==> config.mk <==
export PLATFORM = sky130hd
export DESIGN_NAME = custom_inputs
export DESIGN_NICKNAME = d
export VERILOG_FILES = /design/src/rtl/custom_inputs_pkg.sv /design/src/rtl/input_debouncer.sv /design/src/rtl/custom_inputs.sv
export SDC_FILE = /design/constraint.sdc
export NUM_CORES = 1
export LEC_CHECK = 0
export ABC_AREA = 1
export BUFFER_PORTS_ARGS = -buffer_cell sky130_fd_sc_hd__buf_2
export CAP_MARGIN = 20
export CORE_UTILIZATION = 43
export CTS_BUF_LIST = sky130_fd_sc_hd__clkbuf_16
export CTS_CLUSTER_DIAMETER = 30
export DETAILED_ROUTE_END_ITERATION = 16
export HOLD_SLACK_MARGIN = 0.02
export PLACE_DENSITY = 0.8
export SYNTH_ARGS = -nofsm -noshare
export SYNTH_HDL_FRONTEND = slang
export SYNTH_SLANG_ARGS = --single-unit
==> constraint.sdc <==
create_clock -name clk -period 1.2 [get_ports clk]
set_input_delay 0.12 -clock clk [delete_from_list [all_inputs] [get_ports clk]]
set_output_delay 0.12 -clock clk [all_outputs]
set_load 0.05 [all_outputs]
==> src/rtl/custom_inputs_pkg.sv <==
`default_nettype none
// +--------------------------------------------------------------------------+
// | custom_inputs_pkg : register map and defaults for the custom_inputs IP   |
// | Rev 1.0                                                                  |
// +--------------------------------------------------------------------------+
package custom_inputs_pkg;

  typedef enum logic [1:0] {
    ADDR_DATA = 2'd0,
    ADDR_EDGE = 2'd1,
    ADDR_MASK = 2'd2,
    ADDR_RAW  = 2'd3
  } reg_addr_e;

  localparam int DEFAULT_DEBOUNCE_CYCLES = 50000;
  localparam int AVS_DATA_W              = 32;

endpackage
`default_nettype wire

==> src/rtl/input_debouncer.sv <==
`default_nettype none
// +--------------------------------------------------------------------------+
// | input_debouncer : 2-flop synchronizer plus stable-count debouncer for    |
// | one pin; CUSTOM_INPUTS_DEBOUNCE_EN selects the counter build.            |
// | Rev 1.0                                                                  |
// +--------------------------------------------------------------------------+
module input_debouncer
  import custom_inputs_pkg::*;
#(
  parameter int DEBOUNCE_CYCLES = DEFAULT_DEBOUNCE_CYCLES
) (
  input  logic clk,
  input  logic reset_n,
  input  logic pin,
  output logic sync,
  output logic stable,
  output logic chg
);

  if (DEBOUNCE_CYCLES < 2) begin : g_bad_cfg
    $error("input_debouncer: DEBOUNCE_CYCLES must be at least 2");
  end

  logic meta_q;
  logic sync_q;
  logic stable_q;
  logic stable_d;

  always_ff @(posedge clk or negedge reset_n) begin
    if (!reset_n) begin
      meta_q <= 1'b0;
      sync_q <= 1'b0;
    end else begin
      meta_q <= pin;
      sync_q <= meta_q;
    end
  end

`ifdef CUSTOM_INPUTS_DEBOUNCE_EN
  localparam int               CNT_W    = $clog2(DEBOUNCE_CYCLES);
  localparam logic [CNT_W-1:0] CNT_LAST = CNT_W'(DEBOUNCE_CYCLES - 1);

  logic [CNT_W-1:0] cnt_q;
  logic [CNT_W-1:0] cnt_d;

  // Any sample matching the accepted level restarts the stability window.
  always_comb begin
    cnt_d    = cnt_q;
    stable_d = stable_q;
    chg      = 1'b0;
    if (sync_q == stable_q) begin
      cnt_d = '0;
    end else if (cnt_q == CNT_LAST) begin
      stable_d = sync_q;
      cnt_d    = '0;
      chg      = 1'b1;
    end else begin
      cnt_d = cnt_q + CNT_W'(1);
    end
  end

  always_ff @(posedge clk or negedge reset_n) begin
    if (!reset_n) begin
      cnt_q    <= '0;
      stable_q <= 1'b0;
    end else begin
      cnt_q    <= cnt_d;
      stable_q <= stable_d;
    end
  end
`else
  always_comb begin
    stable_d = sync_q;
    chg      = sync_q ^ stable_q;
  end

  always_ff @(posedge clk or negedge reset_n) begin
    if (!reset_n) begin
      stable_q <= 1'b0;
    end else begin
      stable_q <= stable_d;
    end
  end
`endif

  assign sync   = sync_q;
  assign stable = stable_q;

endmodule
`default_nettype wire

==> src/rtl/custom_inputs.sv <==
`default_nettype none
// +--------------------------------------------------------------------------+
// | custom_inputs : Avalon-MM push-button/switch reader with edge capture    |
// | and maskable level irq. Build macro: CUSTOM_INPUTS_DEBOUNCE_EN.          |
// | Rev 1.0                                                                  |
// +--------------------------------------------------------------------------+
module custom_inputs
  import custom_inputs_pkg::*;
#(
  parameter int NUM_INPUTS      = 4,
  parameter int DEBOUNCE_CYCLES = DEFAULT_DEBOUNCE_CYCLES
) (
  input  logic                  clk,
  input  logic                  reset_n,
  input  logic [1:0]            avs_s0_address,
  input  logic                  avs_s0_read,
  output logic [AVS_DATA_W-1:0] avs_s0_readdata,
  input  logic                  avs_s0_write,
  input  logic [AVS_DATA_W-1:0] avs_s0_writedata,
  input  logic [NUM_INPUTS-1:0] ins_raw,
  output logic                  irq
);

  logic [NUM_INPUTS-1:0] sync_w;
  logic [NUM_INPUTS-1:0] stable_w;
  logic [NUM_INPUTS-1:0] chg_w;

  for (genvar i = 0; i < NUM_INPUTS; i++) begin : g_inputs
    input_debouncer #(
      .DEBOUNCE_CYCLES(DEBOUNCE_CYCLES)
    ) u_debouncer (
      .clk    (clk),
      .reset_n(reset_n),
      .pin    (ins_raw[i]),
      .sync   (sync_w[i]),
      .stable (stable_w[i]),
      .chg    (chg_w[i])
    );
  end

  logic [NUM_INPUTS-1:0] w1c;
  logic [NUM_INPUTS-1:0] edge_d;
  logic [NUM_INPUTS-1:0] edge_q;
  logic [NUM_INPUTS-1:0] mask_d;
  logic [NUM_INPUTS-1:0] mask_q;
  logic                  irq_d;
  logic                  irq_q;
  logic [AVS_DATA_W-1:0] readdata_d;
  logic [AVS_DATA_W-1:0] readdata_q;

  // Only the low NUM_INPUTS bits of a write carry meaning.
  logic unused_wdata;
  assign unused_wdata = ^avs_s0_writedata;

  always_comb begin
    w1c    = '0;
    mask_d = mask_q;
    if (avs_s0_write) begin
      case (reg_addr_e'(avs_s0_address))
        ADDR_EDGE: w1c    = avs_s0_writedata[NUM_INPUTS-1:0];
        ADDR_MASK: mask_d = avs_s0_writedata[NUM_INPUTS-1:0];
        default:   ;
      endcase
    end
  end

  // A change landing on a bit being cleared keeps the bit set.
  always_comb begin
    edge_d = (edge_q & ~w1c) | chg_w;
    irq_d  = |(edge_q & mask_q);
  end

  always_comb begin
    readdata_d = readdata_q;
    if (avs_s0_read) begin
      readdata_d = '0;
      case (reg_addr_e'(avs_s0_address))
        ADDR_DATA: readdata_d[NUM_INPUTS-1:0] = stable_w;
        ADDR_EDGE: readdata_d[NUM_INPUTS-1:0] = edge_q;
        ADDR_MASK: readdata_d[NUM_INPUTS-1:0] = mask_q;
        ADDR_RAW:  readdata_d[NUM_INPUTS-1:0] = sync_w;
        default:   ;
      endcase
    end
  end

  always_ff @(posedge clk or negedge reset_n) begin
    if (!reset_n) begin
      edge_q     <= '0;
      mask_q     <= '0;
      irq_q      <= 1'b0;
      readdata_q <= '0;
    end else begin
      edge_q     <= edge_d;
      mask_q     <= mask_d;
      irq_q      <= irq_d;
      readdata_q <= readdata_d;
    end
  end

  assign avs_s0_readdata = readdata_q;
  assign irq             = irq_q;

endmodule
`default_nettype wire

**Yosys cells after proc, flatten, opt, wreduce, memory -nomap -nowiden**

Index checks and enable logic that the tools add are counted.

- Equality and inequality tests: 3
- Muxes and demuxes: 3
- Bitwise operators: 8
- Reduce and logical (&&, ||, !) cells: 3

Operator list:

| operator | number |
|---|---|
| one-hot mux 4 bit (4 select lines) | 1 |
| bitwise AND 4 bit | 2 |
| 2-to-1 mux 4 bit | 2 |
| == test 2 bit, second input constant | 2 |
| NOT 4 bit | 1 |
| OR 4 bit | 1 |
| OR reduction 4 bit | 1 |
| XOR 1 bit | 4 |
| == test 2 x 1 -> 1 bit, second input constant | 1 |
| zero test 2 bit | 1 |
| AND reduction 2 bit | 1 |

- Bits in registers: 25
- Input bits: 42
- Logic and storage cells: 33

**Longest topological paths before layout**

Gate-level depths: netlist of run 1.

- Depth after elaboration: 6
- Depth in mapped cells: 6
- Gate-level depth less buffers: 5

**Cells and area by module**

From an unflattened synthesis of run 1, not the netlist that was laid out.

- Cells, all modules: 151
- Area, all modules: 1293.7 µm²

Modules (own cells, without submodules):

| module | instances | cells each | area each (µm²) |
|---|---|---|---|
| custom_inputs | 1 | 119 | 918.4 |
| input_debouncer | 4 | 8 | 93.8 |

**Worst setup path after synthesis of run 1**

No wires, ideal clock.

- Path kind: reg2reg
- Start: register, netlist name avs_s0_readdata[0]
- End: register readdata_q[0], in the netlist avs_s0_readdata[0]
- Library setup time: 0.118 ns
- Arrival: 0.718 ns
- Data required time: 1.082 ns
- Path slack: 0.364 ns
- Cell stages (with the launch flop): 3
- Clock period less this slack: 0.836 ns
- Cell sequence: dfrtp_1 > nand2_1 > nand2_1

RTL lines:

| item | line | RTL |
|---|---|---|
| end signal: assignment | custom_inputs.sv:97 | `readdata_q <= readdata_d;` |
| end: declaration | custom_inputs.sv:49 | `logic [AVS_DATA_W-1:0] readdata_q;` |

**Worst setup path after layout of run 1**

- Start: register readdata_q[1], in the netlist avs_s0_readdata[1]
- End: output port avs_s0_readdata[1]

RTL lines:

| item | line | RTL |
|---|---|---|
| end: declaration | custom_inputs.sv:17 | `output logic [AVS_DATA_W-1:0] avs_s0_readdata,` |

No word-level cell between the ends.

==> summary.txt, run 1 <==
Route
  • Routed wire per std cell: 9.72 um
  • Final ANT Viol Nets: 0
  • DR vias/cell: 4.34
  • Routed wire length: 1760 um
  • Drt drc: 0
  • Via count: 786
  • Detailed router's first-iteration violation count: 6
  • DRT Pass-1 Iters: 4

Clock tree
  • Clk sinks: 25
  • Clock Tree Root: clkbuf_16
  • Htree depth: 1
  • Post-CTS setup buffer count: 0
  • Total CTS buffers: 3
  • TritonCTS clock tree: built
  • Worst-path clk slew: 60 ps
  • Clock Latency Late Sink: 260 ps
  • Clock Tree Buf Depth: 2

Pwr
  • Power Density: 1610 mW/mm^2
  • Cell internal pwr: 1450 uW
  • Gate power share: 22.0%
  • Max VDD drop: 0.805 mV
  • Seq pwr share: 44.8%
  • Switching pwr: 693 uW
  • Sw frac: 32.3%
  • Clock power share: 33.2%
  • Leak Pwr: 0.000691 uW
  • Tot Pwr: 2150 uW

Critical path
  • Crit path max-delay family: flip-flops
  • Worst setup SP type: register
  • Worst endpoint data arrival time: 890 ps
  • Max stage delay cell, worst path: dfrtp_1
  • Critical Path RT: 1080 ps
  • Worst Setup Path Type: reg2out
  • CP Cell Sequence: buf_2
  • Crit. End Element: primary output
  • Maximum fanout along the worst path: 2
  • Slowest cell delay on critical path: 370 ps
  • Crit path buf inv count: 1

Logic synthesis
  • Synth Register Bits: 25
  • Synth Cell Area: 0.00121 sq mm
  • Mapped Cells: 127
  • Syn. warnings: 0
  • Library cells used by synthesis: 15
  • Avg Inst Size Synth: 9.52 sq um
  • Seq/Total Area, Yosys: 51.8%

Final layout
  • Synth-to-Final Area Change: 10.4%
  • Share of cells above drive strength 1: 15.2%
  • Most frequent cells in the layout: 28 x conb_1, 25 x dfrtp_1, 24 x nand2_1
  • Commonest non-fill, non-tap cell in the layout: conb_1
  • Antenna fix cells: 0
  • Fill cells: 246
  • Finished Layout Cells: 181
  • Final Core Density: 51.9%
  • Nets: 194

STA
  • Clock skew: 1.74 ps
  • Final slew viol count: 0
  • Final worst slack: 185 ps
  • Worst slew margin: 64.7%
  • Post-route minimum period: 1010 ps
  • Final period utilization: 84.5%
  • RSZ-0062 raised after global routing: no
  • Final setup viols: 0
  • Hold Fails Final Rpt: 0
  • Final TNS setup: 0 ps
  • F_max: 986 MHz
  • Worst Max-Slew Pin Slew: 530 ps

Outcome
  • Status: completed

GRT
  • GRT Total Usage: 13.5%
  • Number of global-route vias before repair: 681
  • Total grt overflow: 0
  • Antenna violations before repair: 0
  • Largest net degree at the start of global routing: 26
  • First-pass GRT wire length: 2800 um

Worst hold path
  • Worst Hold Class: in2reg

Die
  • Core Footprint: 0.00257 sq mm
  • Die height: 55.0 um
  • Full die area: 0.00303 sq mm
  • Die Width: 55.0 um
  • Row Count: 18
  • I/O pin count: 75
  • Starting Density: 47.1%

Place
  • Final HPWL DP: 1290 um
  • Port Buf Inserts: 18
  • Placed cell count: 172
  • Final Wtd Congestion: 0.841
  • Pre-CTS setup slack: 298 ps

Job
  • Maxcap violations: 0
cells by family (layout without fill, tap and decap cells):
family                    count (synthesis)  count (layout)  share of synthesized area [%]
buffers and inverters                    41              38                           23.1
and+or+nand+nor                          40              40                           14.5
DFF                                      25              25                           51.8
AOI/OAI and AO/OA                        16              16                           7.45
xor gates and xnor gates                  4               4                           2.90
other                                     1              28                          0.310
metrics by stage:
stage | instance area [sq um] | hold slack [ps]
4_1_cts | 1330 | 142
2_1_floorplan | 1310 | -176
3_3_place_gp | 1200 | 111
6_report | 1330 | 143
5_1_grt | 1330 | 164
3_5_place_dp | 1200 | 130
registers in the layout, summed over array words and instances, names as in the netlist:
name                         cells
avs_s0_readdata                  4
g_inputs.u_debouncer.meta_q      4
irq                              1
g_inputs.u_debouncer.stable      4
mask_q                           4
edge_q                           4
g_inputs.u_debouncer.sync        4
per-layer routing:
layer	wire length, um	global-route usage (%)
met2	847	21.7
met3	151	3.55
met1	734	16.3
met5	0	0
met4	25	7.50
repair_timing:
action                    in CTS  in global routing
resized for setup              0                  0
hold buffers                   5                  0
hold endpoints to repair      29                  0
cell type report:
type,count,area [sq um],area share [%]
clock buffers,3,75.1,5.63
multi-input cells,88,405,30.4
flip-flops and latches,25,626,46.9
repair buffers,23,140,10.5
clock inverters,1,3.75,0.281
well taps,30,37.5,2.81
inverters,11,46.3,3.47
path summary, 6_finish.rpt:
| path | start | to | slack (ps) | cells past startpoint |
|---|---|---|---|---|
| min | avs_s0_writedata[0] | mask_q[0]$_DFFE_PN0P_ | 140 | 3 |
| max | avs_s0_readdata[1]$_DFFE_PN0P_ | avs_s0_readdata[1] | 190 | 1 |
| min in group asynchronous | reset_n | avs_s0_readdata[2]$_DFFE_PN0P_ | 380 | 2 |
| max reg2reg | mask_q[2]$_DFFE_PN0P_ | avs_s0_readdata[2]$_DFFE_PN0P_ | 350 | 4 |
| max in group asynchronous | reset_n | edge_q[1]$_DFF_PN0_ | 460 | 2 |
| min reg2reg | g_inputs[2].u_debouncer.meta_q$_DFF_PN0_ | g_inputs[2].u_debouncer.sync$_DFF_PN0_ | 350 | 0 |
Yosys cell counts (all sizes together):
| cell type | count | area share, % |
|---|---|---|
| xnor2 | 4 | 2.9 |
| nand2 | 24 | 7.5 |
| nand4 | 1 | 0.52 |
| dfrtp | 25 | 52 |
| a21oi | 4 | 1.7 |
| nand3 | 14 | 6.2 |
| o21bai | 4 | 2.5 |
| clkinv | 1 | 0.72 |
| o21ai | 8 | 3.3 |
| nor2 | 1 | 0.31 |
| inv | 10 | 3.1 |
| conb | 1 | 0.31 |
| buf | 30 | 19 |
power groups by stage:
stage,logic [uW],registers (uW),clock network (uW)
after floorplan,373,1050,0
after global placement,454,972,0
after detailed placement,461,977,0
after CTS,474,962,736
after global routing,513,969,764
final,471,962,714
Note: power is estimated with default switching activity, not from simulation.
==> inputs of run 2 (changes only) <==
- CORE_UTILIZATION: 43 -> 42
- PLACE_DENSITY: 0.8 -> 0.79
- clock period: 1.2 -> 0.95 ns (I/O delays scaled with it)
==> run 2 against run 1 <==
Clock skew up 2.5 ps. Worst setup slack worse by 160 ps. Global-route usage down 0.29 points. Non-clock buffer count unchanged. Register-to-register slack worse by 260 ps. Critical path type unchanged. Critical endpoint unchanged.
==> summary.txt, run 2 (synthesis results as in run 1) <==
Critical path
  • Critical Path RT: 850 ps
  • Crit path buf inv count: 1
  • Worst setup SP type: register
  • Worst Setup Path Type: reg2out
  • Crit. End Element: primary output
  • Slowest cell delay on critical path: 380 ps
  • Max stage delay cell, worst path: dfrtp_1
  • CP Cell Sequence: buf_4
  • Maximum fanout along the worst path: 2
  • Worst endpoint data arrival time: 830 ps
  • Crit path max-delay family: flip-flops

Die
  • Die Width: 55.6 um
  • I/O pin count: 75
  • Row Count: 19
  • Core Footprint: 0.00273 sq mm
  • Full die area: 0.00310 sq mm
  • Die height: 55.6 um
  • Starting Density: 44.2%

Final layout
  • Most frequent cells in the layout: 28 x conb_1, 25 x dfrtp_1, 24 x nand2_1
  • Fill cells: 228
  • Reg area: 626 sq um
  • Commonest non-fill, non-tap cell in the layout: conb_1
  • Nets: 194
  • Area of the multi-input gates: 405 sq um
  • Antenna fix cells: 0
  • Final Core Density: 49.5%
  • Share of cells above drive strength 1: 15.9%
  • Synth-to-Final Area Change: 12.0%

Route
  • Via count: 816
  • Final ANT Viol Nets: 0
  • Uppermost layer routed: met4
  • Detailed router's first-iteration violation count: 6
  • DRT met1 WL: 744 um
  • WL met3: 112 um
  • DRT Pass-1 Iters: 4
  • Routed wire per std cell: 10.0 um
  • Routed wire length: 1830 um
  • DR vias/cell: 4.48
  • Drt drc: 0
  • DR WL met2: 928 um

Clock tree
  • Clk sinks: 25
  • Clock Tree Buf Depth: 2
  • Clock Latency Late Sink: 260 ps
  • TritonCTS clock tree: built
  • Htree depth: 1
  • Total CTS buffers: 3
  • Clock Tree Root: clkbuf_16
  • Worst-path clk slew: 60 ps
  • Post-CTS setup buffer count: 0

Place
  • Final Wtd Congestion: 0.754
  • Port Buf Inserts: 18
  • Final HPWL DP: 1350 um

Pwr
  • Leak Pwr: 0.000694 uW
  • Power Density: 2040 mW/mm^2
  • Max VDD drop: 1.60 mV

STA
  • Worst slew margin: 64.2%
  • RSZ-0062 raised after global routing: no
  • Hold Fails Final Rpt: 0
  • Worst Max-Slew Pin Slew: 537 ps
  • Final period utilization: 97.3%
  • Post-route minimum period: 924 ps
  • Clock skew: 4.19 ps
  • Final slew viol count: 0
  • F_max: 1080 MHz
  • Final setup viols: 0
  • Final TNS setup: 0 ps

Worst hold path
  • Worst Hold Class: in2reg

GRT
  • First-pass GRT wire length: 3190 um
  • Number of global-route vias before repair: 776
  • Largest net degree at the start of global routing: 26
  • Antenna violations before repair: 0
  • Total grt overflow: 0
  • GRT Total Usage: 13.2%

Outcome
  • Status: completed

Job
  • Maxcap violations: 0
## run 2: changes by cell type in the layout (fill, tap and decap cells not counted)
cell / delta
buf_2: -4
clkinv_2: +1
buf_4: +2
buf_6: +2
inv_1: -1
## run 2: power breakdown
group	switching, uW	leakage, uW	internal (uW)
Combinational	479	0.000368	138
Sequential	63.4	0.000285	1160
Clock	359	0.0000409	567
## run 2: layout make-up
cell class              count  area share (%)
clock buffers               3            5.55
clock inverters             1           0.370
inverters                  11            3.42
multi-input cells          88            29.9
flip-flops and latches     25            46.2
well taps                  31            2.87
repair buffers             23            11.6
## run 2: through the flow
step / area [sq um] / hold WS (ps) / std cells / setup WS (ps) / total power, uW
final: 1350 / 104 / 182 / 25.6 / 2760
after global routing: 1350 / 116 / 182 / 4.94 / 2860
after CTS: 1350 / 106 / 182 / 12.4 / 2760
after detailed placement: 1210 / 113 / 173 / 52.3 / 1820
after global placement: 1210 / 91.1 / 173 / 87.4 / 1800
after floorplan: 1310 / -201 / 154 / 114 / 1800
## run 2: path summary, 6_finish.rpt
kind / from / to / slack [ps] / cells past startpoint
worst max-delay path: avs_s0_readdata[1]$_DFFE_PN0P_ / avs_s0_readdata[1] / 30 / 1
worst min-delay path: avs_s0_writedata[3] / mask_q[3]$_DFFE_PN0P_ / 100 / 3
worst max register to register: mask_q[2]$_DFFE_PN0P_ / avs_s0_readdata[2]$_DFFE_PN0P_ / 90 / 4
worst min register to register: g_inputs[3].u_debouncer.meta_q$_DFF_PN0_ / g_inputs[3].u_debouncer.sync$_DFF_PN0_ / 350 / 0
max in group asynchronous: reset_n / mask_q[1]$_DFFE_PN0P_ / 240 / 2
min in group asynchronous: reset_n / g_inputs[3].u_debouncer.meta_q$_DFF_PN0_ / 350 / 2
## run 2: timing repair
action / in CTS / in global routing
endpoints found under the hold margin: 29 / 0
hold buffers: 5 / 0
endpoints found under the setup margin: 4 / 2
resized for setup: 4 / 2
pin swaps: 0 / 0
gates cloned: 0 / 0
## run 2: metal layers
layer  track usage (%)  vias up
met5                 0        -
met4              6.43        0
met3              2.33        5
met2              25.0       43
met1              13.8      374
li1                  -      394
